### src/rtl/stopwatch_ctrl_if.sv
// Control/status bundle between the stopwatch controller and its two digit counters.
// The slave side is the controller; the master side drives the controls and the digit values.
interface stopwatch_ctrl_if;
  logic       start;
  logic       stop;
  logic       clear;
  logic [3:0] cnt_ones;
  logic [3:0] cnt_tens;
  logic       en_ones;
  logic       en_tens;
  logic       clr_cnt;
  logic       running;
  logic       done;
  logic [1:0] state;

  modport master (
    output start, stop, clear, cnt_ones, cnt_tens,
    input  en_ones, en_tens, clr_cnt, running, done, state
  );

  modport slave (
    input  start, stop, clear, cnt_ones, cnt_tens,
    output en_ones, en_tens, clr_cnt, running, done, state
  );
endinterface

### src/rtl/stopwatch_ctrl.sv
// Two-digit stopwatch controller: prescales clk into count ticks and sequences
// IDLE/RUN/PAUSE/DONE, driving enables and a clear pulse to external 0..9 digit counters.
module stopwatch_ctrl #(
  parameter int unsigned TICK_DIV = 10,
  parameter bit          WRAP     = 1'b0
) (
  input logic             clk,
  input logic             rst,
  stopwatch_ctrl_if.slave ctrl_io
);

  localparam int unsigned PW = $clog2(TICK_DIV);
  localparam logic [PW-1:0] PMax = PW'(TICK_DIV - 1);

  typedef enum logic [1:0] {
    StIdle  = 2'b00,
    StRun   = 2'b01,
    StPause = 2'b10,
    StDone  = 2'b11
  } state_e;

  state_e        state_q, state_d;
  logic [PW-1:0] presc_q, presc_d;
  logic          clr_q, clr_d;

  logic tick;
  logic ones_nine;
  logic terminal;
  logic hold_at_top;

  always_ff @(posedge clk) begin
    if (rst) begin
      state_q <= StIdle;
      presc_q <= '0;
      clr_q   <= 1'b1;
    end else begin
      state_q <= state_d;
      presc_q <= presc_d;
      clr_q   <= clr_d;
    end
  end

  // rst is folded into tick so a tick due in a reset cycle never reaches the counters.
  always_comb begin
    ones_nine   = (ctrl_io.cnt_ones == 4'd9);
    tick        = (state_q == StRun) && (presc_q == PMax) && !ctrl_io.stop && !ctrl_io.clear
                  && !rst;
    terminal    = tick && ones_nine && (ctrl_io.cnt_tens == 4'd9);
    hold_at_top = terminal && !WRAP;
  end

  always_comb begin
    state_d = state_q;
    presc_d = presc_q;
    clr_d   = ctrl_io.clear;

    if (ctrl_io.clear) begin
      state_d = StIdle;
      presc_d = '0;
    end else begin
      unique case (state_q)
        StIdle: begin
          if (ctrl_io.start && !ctrl_io.stop) begin
            state_d = StRun;
            presc_d = '0;
          end
        end
        StRun: begin
          if (ctrl_io.stop) begin
            state_d = StPause;
          end else begin
            presc_d = (presc_q == PMax) ? '0 : presc_q + PW'(1);
            if (hold_at_top) begin
              state_d = StDone;
            end
          end
        end
        // Prescaler is left untouched so the tick phase survives the pause.
        StPause: begin
          if (ctrl_io.start && !ctrl_io.stop) begin
            state_d = StRun;
          end
        end
        StDone: begin
          state_d = StDone;
        end
        default: begin
          state_d = StIdle;
        end
      endcase
    end
  end

  always_comb begin
    ctrl_io.en_ones = tick && !hold_at_top;
    ctrl_io.en_tens = tick && ones_nine && !hold_at_top;
    ctrl_io.clr_cnt = clr_q;
    ctrl_io.running = (state_q == StRun);
    ctrl_io.done    = (state_q == StDone);
    ctrl_io.state   = state_q;
  end

endmodule

### src/flat_wrapper.sv
// flat-port wrapper written by rule: the top's interface ports become plain ports
module stopwatch_ctrl_flat 
#(
  parameter int unsigned TICK_DIV = 10,
  parameter bit          WRAP     = 1'b0
)
  (clk, rst, ctrl_io_start, ctrl_io_stop, ctrl_io_clear, ctrl_io_cnt_ones, ctrl_io_cnt_tens, ctrl_io_en_ones, ctrl_io_en_tens, ctrl_io_clr_cnt, ctrl_io_running, ctrl_io_done, ctrl_io_state);
  stopwatch_ctrl_if ctrl_io_i ();
  input logic clk;
  input logic rst;
  input wire logic [$bits(ctrl_io_i.start)-1:0] ctrl_io_start;
  input wire logic [$bits(ctrl_io_i.stop)-1:0] ctrl_io_stop;
  input wire logic [$bits(ctrl_io_i.clear)-1:0] ctrl_io_clear;
  input wire logic [$bits(ctrl_io_i.cnt_ones)-1:0] ctrl_io_cnt_ones;
  input wire logic [$bits(ctrl_io_i.cnt_tens)-1:0] ctrl_io_cnt_tens;
  output wire logic [$bits(ctrl_io_i.en_ones)-1:0] ctrl_io_en_ones;
  output wire logic [$bits(ctrl_io_i.en_tens)-1:0] ctrl_io_en_tens;
  output wire logic [$bits(ctrl_io_i.clr_cnt)-1:0] ctrl_io_clr_cnt;
  output wire logic [$bits(ctrl_io_i.running)-1:0] ctrl_io_running;
  output wire logic [$bits(ctrl_io_i.done)-1:0] ctrl_io_done;
  output wire logic [$bits(ctrl_io_i.state)-1:0] ctrl_io_state;
  assign ctrl_io_i.start = ctrl_io_start;
  assign ctrl_io_i.stop = ctrl_io_stop;
  assign ctrl_io_i.clear = ctrl_io_clear;
  assign ctrl_io_i.cnt_ones = ctrl_io_cnt_ones;
  assign ctrl_io_i.cnt_tens = ctrl_io_cnt_tens;
  assign ctrl_io_en_ones = ctrl_io_i.en_ones;
  assign ctrl_io_en_tens = ctrl_io_i.en_tens;
  assign ctrl_io_clr_cnt = ctrl_io_i.clr_cnt;
  assign ctrl_io_running = ctrl_io_i.running;
  assign ctrl_io_done = ctrl_io_i.done;
  assign ctrl_io_state = ctrl_io_i.state;
  stopwatch_ctrl #(.TICK_DIV(TICK_DIV), .WRAP(WRAP)) u_core (.clk(clk), .rst(rst), .ctrl_io(ctrl_io_i));
endmodule
### config.mk
export PLATFORM = sky130hd
export DESIGN_NAME = stopwatch_ctrl_flat
export DESIGN_NICKNAME = d
export VERILOG_FILES = /design/src/rtl/stopwatch_ctrl_if.sv /design/src/rtl/stopwatch_ctrl.sv /design/src/flat_wrapper.sv
export SDC_FILE = /design/constraint.sdc
export NUM_CORES = 1
export LEC_CHECK = 0
export ABC_AREA = 1
export CORE_AREA = 2 2 39 41
export CTS_BUF_LIST = sky130_fd_sc_hd__clkbuf_4 sky130_fd_sc_hd__clkbuf_8
export CTS_CLUSTER_DIAMETER = 80
export CTS_CLUSTER_SIZE = 16
export DETAILED_ROUTE_END_ITERATION = 16
export DIE_AREA = 0 0 41 43
export PLACE_DENSITY = 0.65
export SLEW_MARGIN = 20
export SYNTH_ARGS = -nofsm -noshare
export SYNTH_HDL_FRONTEND = slang
export SYNTH_SLANG_ARGS = --single-unit
### constraint.sdc
create_clock -name clk -period 1.8 [get_ports clk]
set_input_delay 0.27 -clock clk [delete_from_list [all_inputs] [get_ports clk]]
set_output_delay 0.27 -clock clk [all_outputs]
set_load 0.02 [all_outputs]
==> results of run 1 <==
-- through the flow --
stage          std cells  utilization, %
3_3_place_gp         111            52.6
2_1_floorplan         68               -
3_5_place_dp         111            52.6
6_report             117            59.0
5_1_grt              117            59.0
4_1_cts              115            54.5
-- worst max path at each step --
stage / end / slack [ns] / cells after the start
after global routing: ctrl_io_en_tens / -0.007 / 7
after CTS: ctrl_io_en_ones / 0.02 / 8
final: ctrl_io_en_tens / 0.06 / 7
after global placement: ctrl_io_en_tens / -0.30 / 7
after detailed placement: ctrl_io_en_tens / -0.34 / 7
after floorplan: ctrl_io_en_tens / 0.07 / 4
-- worst reg2reg max path, delay by kind of cell (launching register included) --
family | cells | cell delay, ns
simple gates | 5 | 0.42
fa+ha+maj | 1 | 0.13
buf+inv | 3 | 0.33
compound gates | 1 | 0.12
flops | 1 | 0.31
-- timing repair --
action                                 4_1_cts  5_1_grt
pin swaps                                    1        3
cloned                                       0        0
buffers inserted                             0        2
setup endpoints to repair                    2        4
gates resized for setup                      8       15
endpoints found under the hold margin        0        0
-- synthesized netlist by cell type --
master | n | area share, %
clkinv_2 | 1 | 1.1
nand3_1 | 3 | 3.3
nand4_1 | 1 | 1.4
nor4_1 | 1 | 1.4
inv_2 | 3 | 2.5
nor3_1 | 1 | 1.1
inv_1 | 13 | 11
dfxtp_1 | 7 | 31
o21ai_0 | 2 | 2.2
nand2_2 | 2 | 2.7
a21oi_1 | 2 | 2.2
nor2_2 | 1 | 1.4
a21oi_2 | 1 | 1.9
and2_4 | 1 | 1.9
a211o_1 | 1 | 1.9
nor2_4 | 2 | 4.9
nand2_1 | 12 | 9.8
ha_1 | 2 | 5.5
nor2_1 | 8 | 6.6
nor3b_2 | 1 | 2.7
nand3_2 | 1 | 2.2
o21ai_1 | 2 | 2.2
-- state kept, by name (all words and copies together), names as in the netlist --
name	flops
u_core.presc_q	4
u_core.ctrl_io.clr_cnt	1
u_core.ctrl_io.state	2
-- layer usage --
| metal | part of all wire, % | vias to the layer above | GRT usage [%] | wire length (µm) |
|---|---|---|---|---|
| li1 | - | 276 | - | - |
| met1 | 35 | 228 | 15.3 | 402 |
| met2 | 57 | 21 | 22.2 | 644 |
| met3 | 4.6 | 4 | 1.57 | 52 |
| met4 | 3.0 | 0 | 18.0 | 34 |
| met5 | 0 | - | 0 | 0 |
-- power groups by stage --
stage          Combinational [mW]  Clock [mW]  Sequential (mW)
2_1_floorplan              0.0199           0            0.164
3_3_place_gp               0.0619           0            0.161
3_5_place_dp               0.0622           0            0.161
4_1_cts                    0.0623       0.163            0.158
5_1_grt                    0.0691       0.172            0.158
6_report                   0.0630       0.153            0.158
-- final cells by class --
cell class	instances	area, µm²	share of cell area [%]
Multi-Input combinational cell	44	299	36.6
Inverter	17	65.1	7.96
Clock buffer	4	30.0	3.68
Timing Repair Buffer	29	260	31.9
Sequential cell	7	143	17.5
Tap cell	16	20.0	2.45
-- kinds of logic (layout without fill, tap and decap cells) --
family	count (synthesis)	count (layout)	synth area share (%)
AO/OA/AOI/OAI	8	8	10.4
flip-flops	7	7	30.6
buffers and inverters	17	50	14.2
AND/OR/NAND/NOR	34	34	39.3
adder cells (fa/ha/maj)	2	2	5.46
==> impl_results.md, run 1 <==
* Crit path arrival time at ~1.5 ns
* Logic pwr share at 16.8%
* VDD IR max at approximately 0.18 mV
* Final Setup Violations at 0
* R2R Setup Slk at around 0.43 ns
* First-pass GRT wire length at around 1700 µm
* Final worst path period share at a little over nine tenths
* Sequential fraction of the synthesis area at a little under a third
* Seq pwr share at roughly 42%
* Class of the worst hold path: reg -> reg
* Vias in the first global route at between 400 and 500
* Critical-path cell list: inv_2, ha_4, nand3_4, nor2_4, nand2_2, nor4_2, buf_2
* Final wirelength at around 1100 µm
* Hold Fails Final Rpt at 0
* HP Start: u_core.presc_q[2]$_SDFFE_PP0P_
* Reg2reg path depth at 10
* Detail Placement HPWL at 873 µm
* Sw Ratio at ~21%
* Residual DRC at 0
* Ys Warns at 0
* R2R Path Start: u_core.presc_q[1]$_SDFFE_PP0P_
* Hold depth at 3
* Max_slew headroom at between 80% and 90%
* Worst clock skew at ~0.0031 ns
* Worst setup path class: reg -> out
* Synth Register Bits at 7
* Pin count of the biggest net entering global routing at 6
* Clock sink count at 7
* Pwr Total at ~370 µW
* Slew @ Worst Pin at roughly 0.23 ns
* Port-buffer cells at 19
* Final min period at 1.74 ns
* Fillcell total at between 100 and 150
* Cell Area, Placed at around 730 µm²
* Via count at roughly 530
* Most frequent cells in the layout: 15 x clkdlybuf4s50_1, 12 x inv_1, 11 x nand2_1, 10 x buf_4, 7 x nor2_1
* CTS root buffer: clkbuf_4
* CP Buf/Inv Count at 2
* Antenna violations before repair at 0
* Core footprint at around 1400 µm²
* Post-Place Worst Slack at -0.339 ns
* Fmax at between 500 and 600 MHz
* CTS buffer count at 3
* Family with the most delay on the worst path: simple AND/OR/NAND/NOR gates
* Core Rows at 14
* Netlist Area Pre-Place at roughly 460 µm²
* Power per cell area at 458 nW/µm²
* Crit. Startpoint: u_core.presc_q[1]$_SDFFE_PP0P_
* Critical Path Fanout Max at 2
* Worst r2r dst: u_core.ctrl_io.state[1]$_SDFFE_PP0P_
* Max-slew violation count at 0
* Synth unique cells at 22
* Mapped Nets at just over 80
* Int Pwr at between 200 and 300 µW
* Total gr overflow at 0
* Worst setup SP type: register
* Commonest non-fill, non-tap cell in the layout: clkdlybuf4s50_1
* Cell area after layout at roughly 800 µm²
* Max_cap viols at 0
* Initial core utilization at between 30% and 40%
* First-pass DRT Iterations at 4
* Die width at between 40 and 50 µm
* Setup TNS at 0 ns
* Layout Area Growth over Synthesis at 78.4%
* Highest-delay cell along the critical path: dfxtp_2
* CTS tree: done
* Routability Congestion at around 0.76
* LEAKAGE at 0.387 nW
* Skew-Pair Late Insertion Delay at between 0.2 and 0.3 ns
* Layout cell share with drive strength beyond 1 at approximately 38%
* WHS at around 0.54 ns
* Hold endpoint: u_core.presc_q[2]$_SDFFE_PP0P_
* Ports at 20
* Clock Path Buffers at 2
* H-tree levels at 1
* DIE HEIGHT at 43 µm
* Net load switching power at around 80 µW
* Routed Antenna Nets at 0
* Antenna cells at 0
* NumNets Final at 117
* CP Capture Type: output pin
* Routed WL per cell at between 9 and 10 µm
* Clock share of power at about two fifths
* Post-CTS Hold Buffers at 0
* Worst Path Required at roughly 1.5 ns
* Final worst slack at slightly above 0.06 ns
* Mapped Avg Cell Area at 6.73 µm²
* Post-Synthesis Cells at 68
* Die area at 1760 µm²
* Largest stage delay on the critical path at just over 0.3 ns
* Status: completed
* Routed vias/inst at 4.52
* Clock-pin slew on the worst setup and hold paths at ~0.050 ns
* Tot GR Track Use at about 15%
* Starting DRT DRC Count at 9
Note: power is estimated with default switching activity, not from simulation.
==> run 2, diff against run 1 <==
- CAP_MARGIN: unset -> 30
- DONT_BUFFER_PORTS: unset -> 1
- PLACE_DENSITY: 0.65 -> 0.45
==> impl_results.md, run 2 (synthesized netlist as in run 1, its figures left out) <==
* Status: completed
* Via count at 417 (-21%)
* Final min period at 1.72 ns (-0.0157 ns)
* Vias in the first global route at 408 (-18%)
* Die width at 41 µm (unchanged)
* Grt met1 use at 14.9% (-0.40 points)
* Power per cell area at 621 nW/µm² (+36%)
* Slew @ Worst Pin at 0.379 ns (+0.154 ns)
* Clock sink count at 7 (unchanged)
* Fmax at 580 MHz (+0.91%)
* Most frequent cells in the layout: 12 x nand2_1, 12 x inv_1, 7 x nor2_1, 5 x dfxtp_1
* VDD IR max at 0.422 mV (+130%)
* Initial core utilization at 33.1% (unchanged)
* Skew-Pair Late Insertion Delay at 0.25 ns (about the same)
* Final worst path period share at 95.8% (-0.87 points)
* Layout Area Growth over Synthesis at 20.8%
* Clock-pin slew on the worst setup and hold paths at 0.06 ns (about the same)
* Routed WL per cell at 9.90 µm (+2.2%)
* Placed insts at 87 (-22%)
* Pin count of the biggest net entering global routing at 6 (unchanged)
* Routability Congestion at 0.695 (-8.6%)
* Net load switching power at 78.3 µW (-2.6%)
* Final wirelength at 901 µm (-21%)
* Crit path arrival time at 1.45 ns (-0.02 ns)
* Antenna cells at 0 (unchanged)
* Sw Ratio at 22.8% (+1.3 points)
* Worst setup path class: reg -> out
* CTS root buffer: clkbuf_4
* Cell Area, Placed at 500 µm² (-31%)
* DIE HEIGHT at 43 µm (unchanged)
* Core Rows at 14 (unchanged)
* Worst setup SP type: register
* Routed vias/inst at 4.58 (+1.4%)
* Post-Place Worst Slack at 0.321 ns (+0.659 ns)
* Cell area after layout at 553 µm² (-32%)
* Max-slew violation count at 0 (unchanged)
* First-pass GRT wire length at 1570 µm (-9.2%)
* Final Setup Violations at 0 (unchanged)
* Largest register FFs at 4 (unchanged)
* Int Pwr at 265 µW (-9.6%)
* Tot GR Track Use at 13.4% (-1.5 points)
* LEAKAGE at 0.240 nW (-38%)
* Worst clock skew at 0.00854 ns (+0.00545 ns)
* Ports at 20 (unchanged)
* RSZ-0062 raised after global routing: yes
* Clock share of power at 46.1% (+5.2 points)
* WHS at 0.195 ns (-0.342 ns)
* Clock Path Buffers at 2 (unchanged)
* Fillcell total at 147 (+7.3%)
* Global-route met2 utilization at 20.3% (-1.9 points)
* Met3 Use GR at 9.95% (+8.4 points)
* Routed Antenna Nets at 0 (unchanged)
* Hold Fails Final Rpt at 0 (unchanged)
* Pwr Total at 344 µW (-8.1%)
* Detail Placement HPWL at 778 µm (-11%)
* Final std cells w/o fill at 91 (-22%)
* Highest-delay cell along the critical path: dfxtp_2
* CP Capture Type: output pin
* Die area at 1760 µm² (unchanged)
* Port-buffer cells at 0 (-19)
* NumNets Final at 91 (-22%)
* CTS tree: done
* First-pass DRT Iterations at 4 (unchanged)
* Worst Path Required at 1.53 ns (about the same)
* Starting DRT DRC Count at 2 (-7)
* Max_slew headroom at 74.6% (-10 points)
* Setup TNS at 0 ns (unchanged)
* Critical Path Fanout Max at 3 (+1)
* Util after Layout at 40.0% (-19 points)
* CTS buffer count at 3 (unchanged)
* Logic pwr share at 7.6% (-9.2 points)
* H-tree levels at 1 (unchanged)
* Antenna violations before repair at 0 (unchanged)
* Critical-path cell list: ha_4, nand3_2, nor2_2, nand2_1, nor4_1, buf_4
* Max_cap viols at 0 (unchanged)
* Reg with most FFs: u_core.presc_q
* Layout cell share with drive strength beyond 1 at 34.7% (-3.0 points)
* Core footprint at 1380 µm² (unchanged)
* Class of the worst hold path: in -> reg
* Largest stage delay on the critical path at 0.37 ns (+0.06 ns)
* Residual DRC at 0 (unchanged)
* Total gr overflow at 0 (unchanged)
* Busiest grt layer: met2
* Seq pwr share at 46.4% (+4.1 points)
* Final worst slack at 0.0761 ns (+0.0157 ns)
run 2: final timing paths:
check                                                          start                             end  depth (start not counted)  slack [ns]
worst max-delay path                  u_core.presc_q[0]$_SDFFE_PP0P_                 ctrl_io_en_tens                          6        0.08
worst min-delay path                                             rst  u_core.presc_q[0]$_SDFFE_PP0P_                          3        0.20
worst max register to register  u_core.ctrl_io.state[0]$_SDFFE_PP0P_  u_core.presc_q[3]$_SDFFE_PP0P_                          6        0.54
worst min register to register        u_core.presc_q[1]$_SDFFE_PP0P_  u_core.presc_q[1]$_SDFFE_PP0P_                          2        0.50
run 2: repair_timing:
| action | in CTS | in global routing |
|---|---|---|
| setup endpoints to repair | 0 | 2 |
| hold buffers | 0 | 0 |
| buffers inserted | 0 | 0 |
| gates resized for setup | 0 | 7 |
run 2: metal layers:
| metal | part of all wire, % | routed length (µm) |
|---|---|---|
| met1 | 40 | 363 |
| met2 | 51 | 464 |
| met3 | 8.1 | 73 |
| met4 | 0 | 0 |
| met5 | 0 | 0 |
run 2: power groups by stage:
stage | Sequential (mW) | Clock (mW) | Combinational (mW)
final | 0.159 | 0.158 | 0.0260
after detailed placement | 0.163 | 0 | 0.0263
after CTS | 0.159 | 0.165 | 0.0263
after global routing | 0.159 | 0.174 | 0.0299
after floorplan | 0.164 | 0 | 0.0199
after global placement | 0.163 | 0 | 0.0263
run 2: layout make-up:
| class | instances | area, µm² | area share, % |
|---|---|---|---|
| Clock buffer | 4 | 30.0 | 5.43 |
| Inverter | 17 | 65.1 | 11.8 |
| Tap cell | 16 | 20.0 | 3.62 |
| Sequential cell | 7 | 143 | 25.8 |
| Multi-Input combinational cell | 44 | 273 | 49.3 |
| Timing Repair Buffer | 3 | 22.5 | 4.07 |
run 2: worst max-delay path: cells and delay by family, from the launching register on:
family | cells | cell delay, ns
fa+ha+maj | 1 | 0.14
simple gates | 4 | 0.51
flops | 1 | 0.37
buf+inv | 1 | 0.19
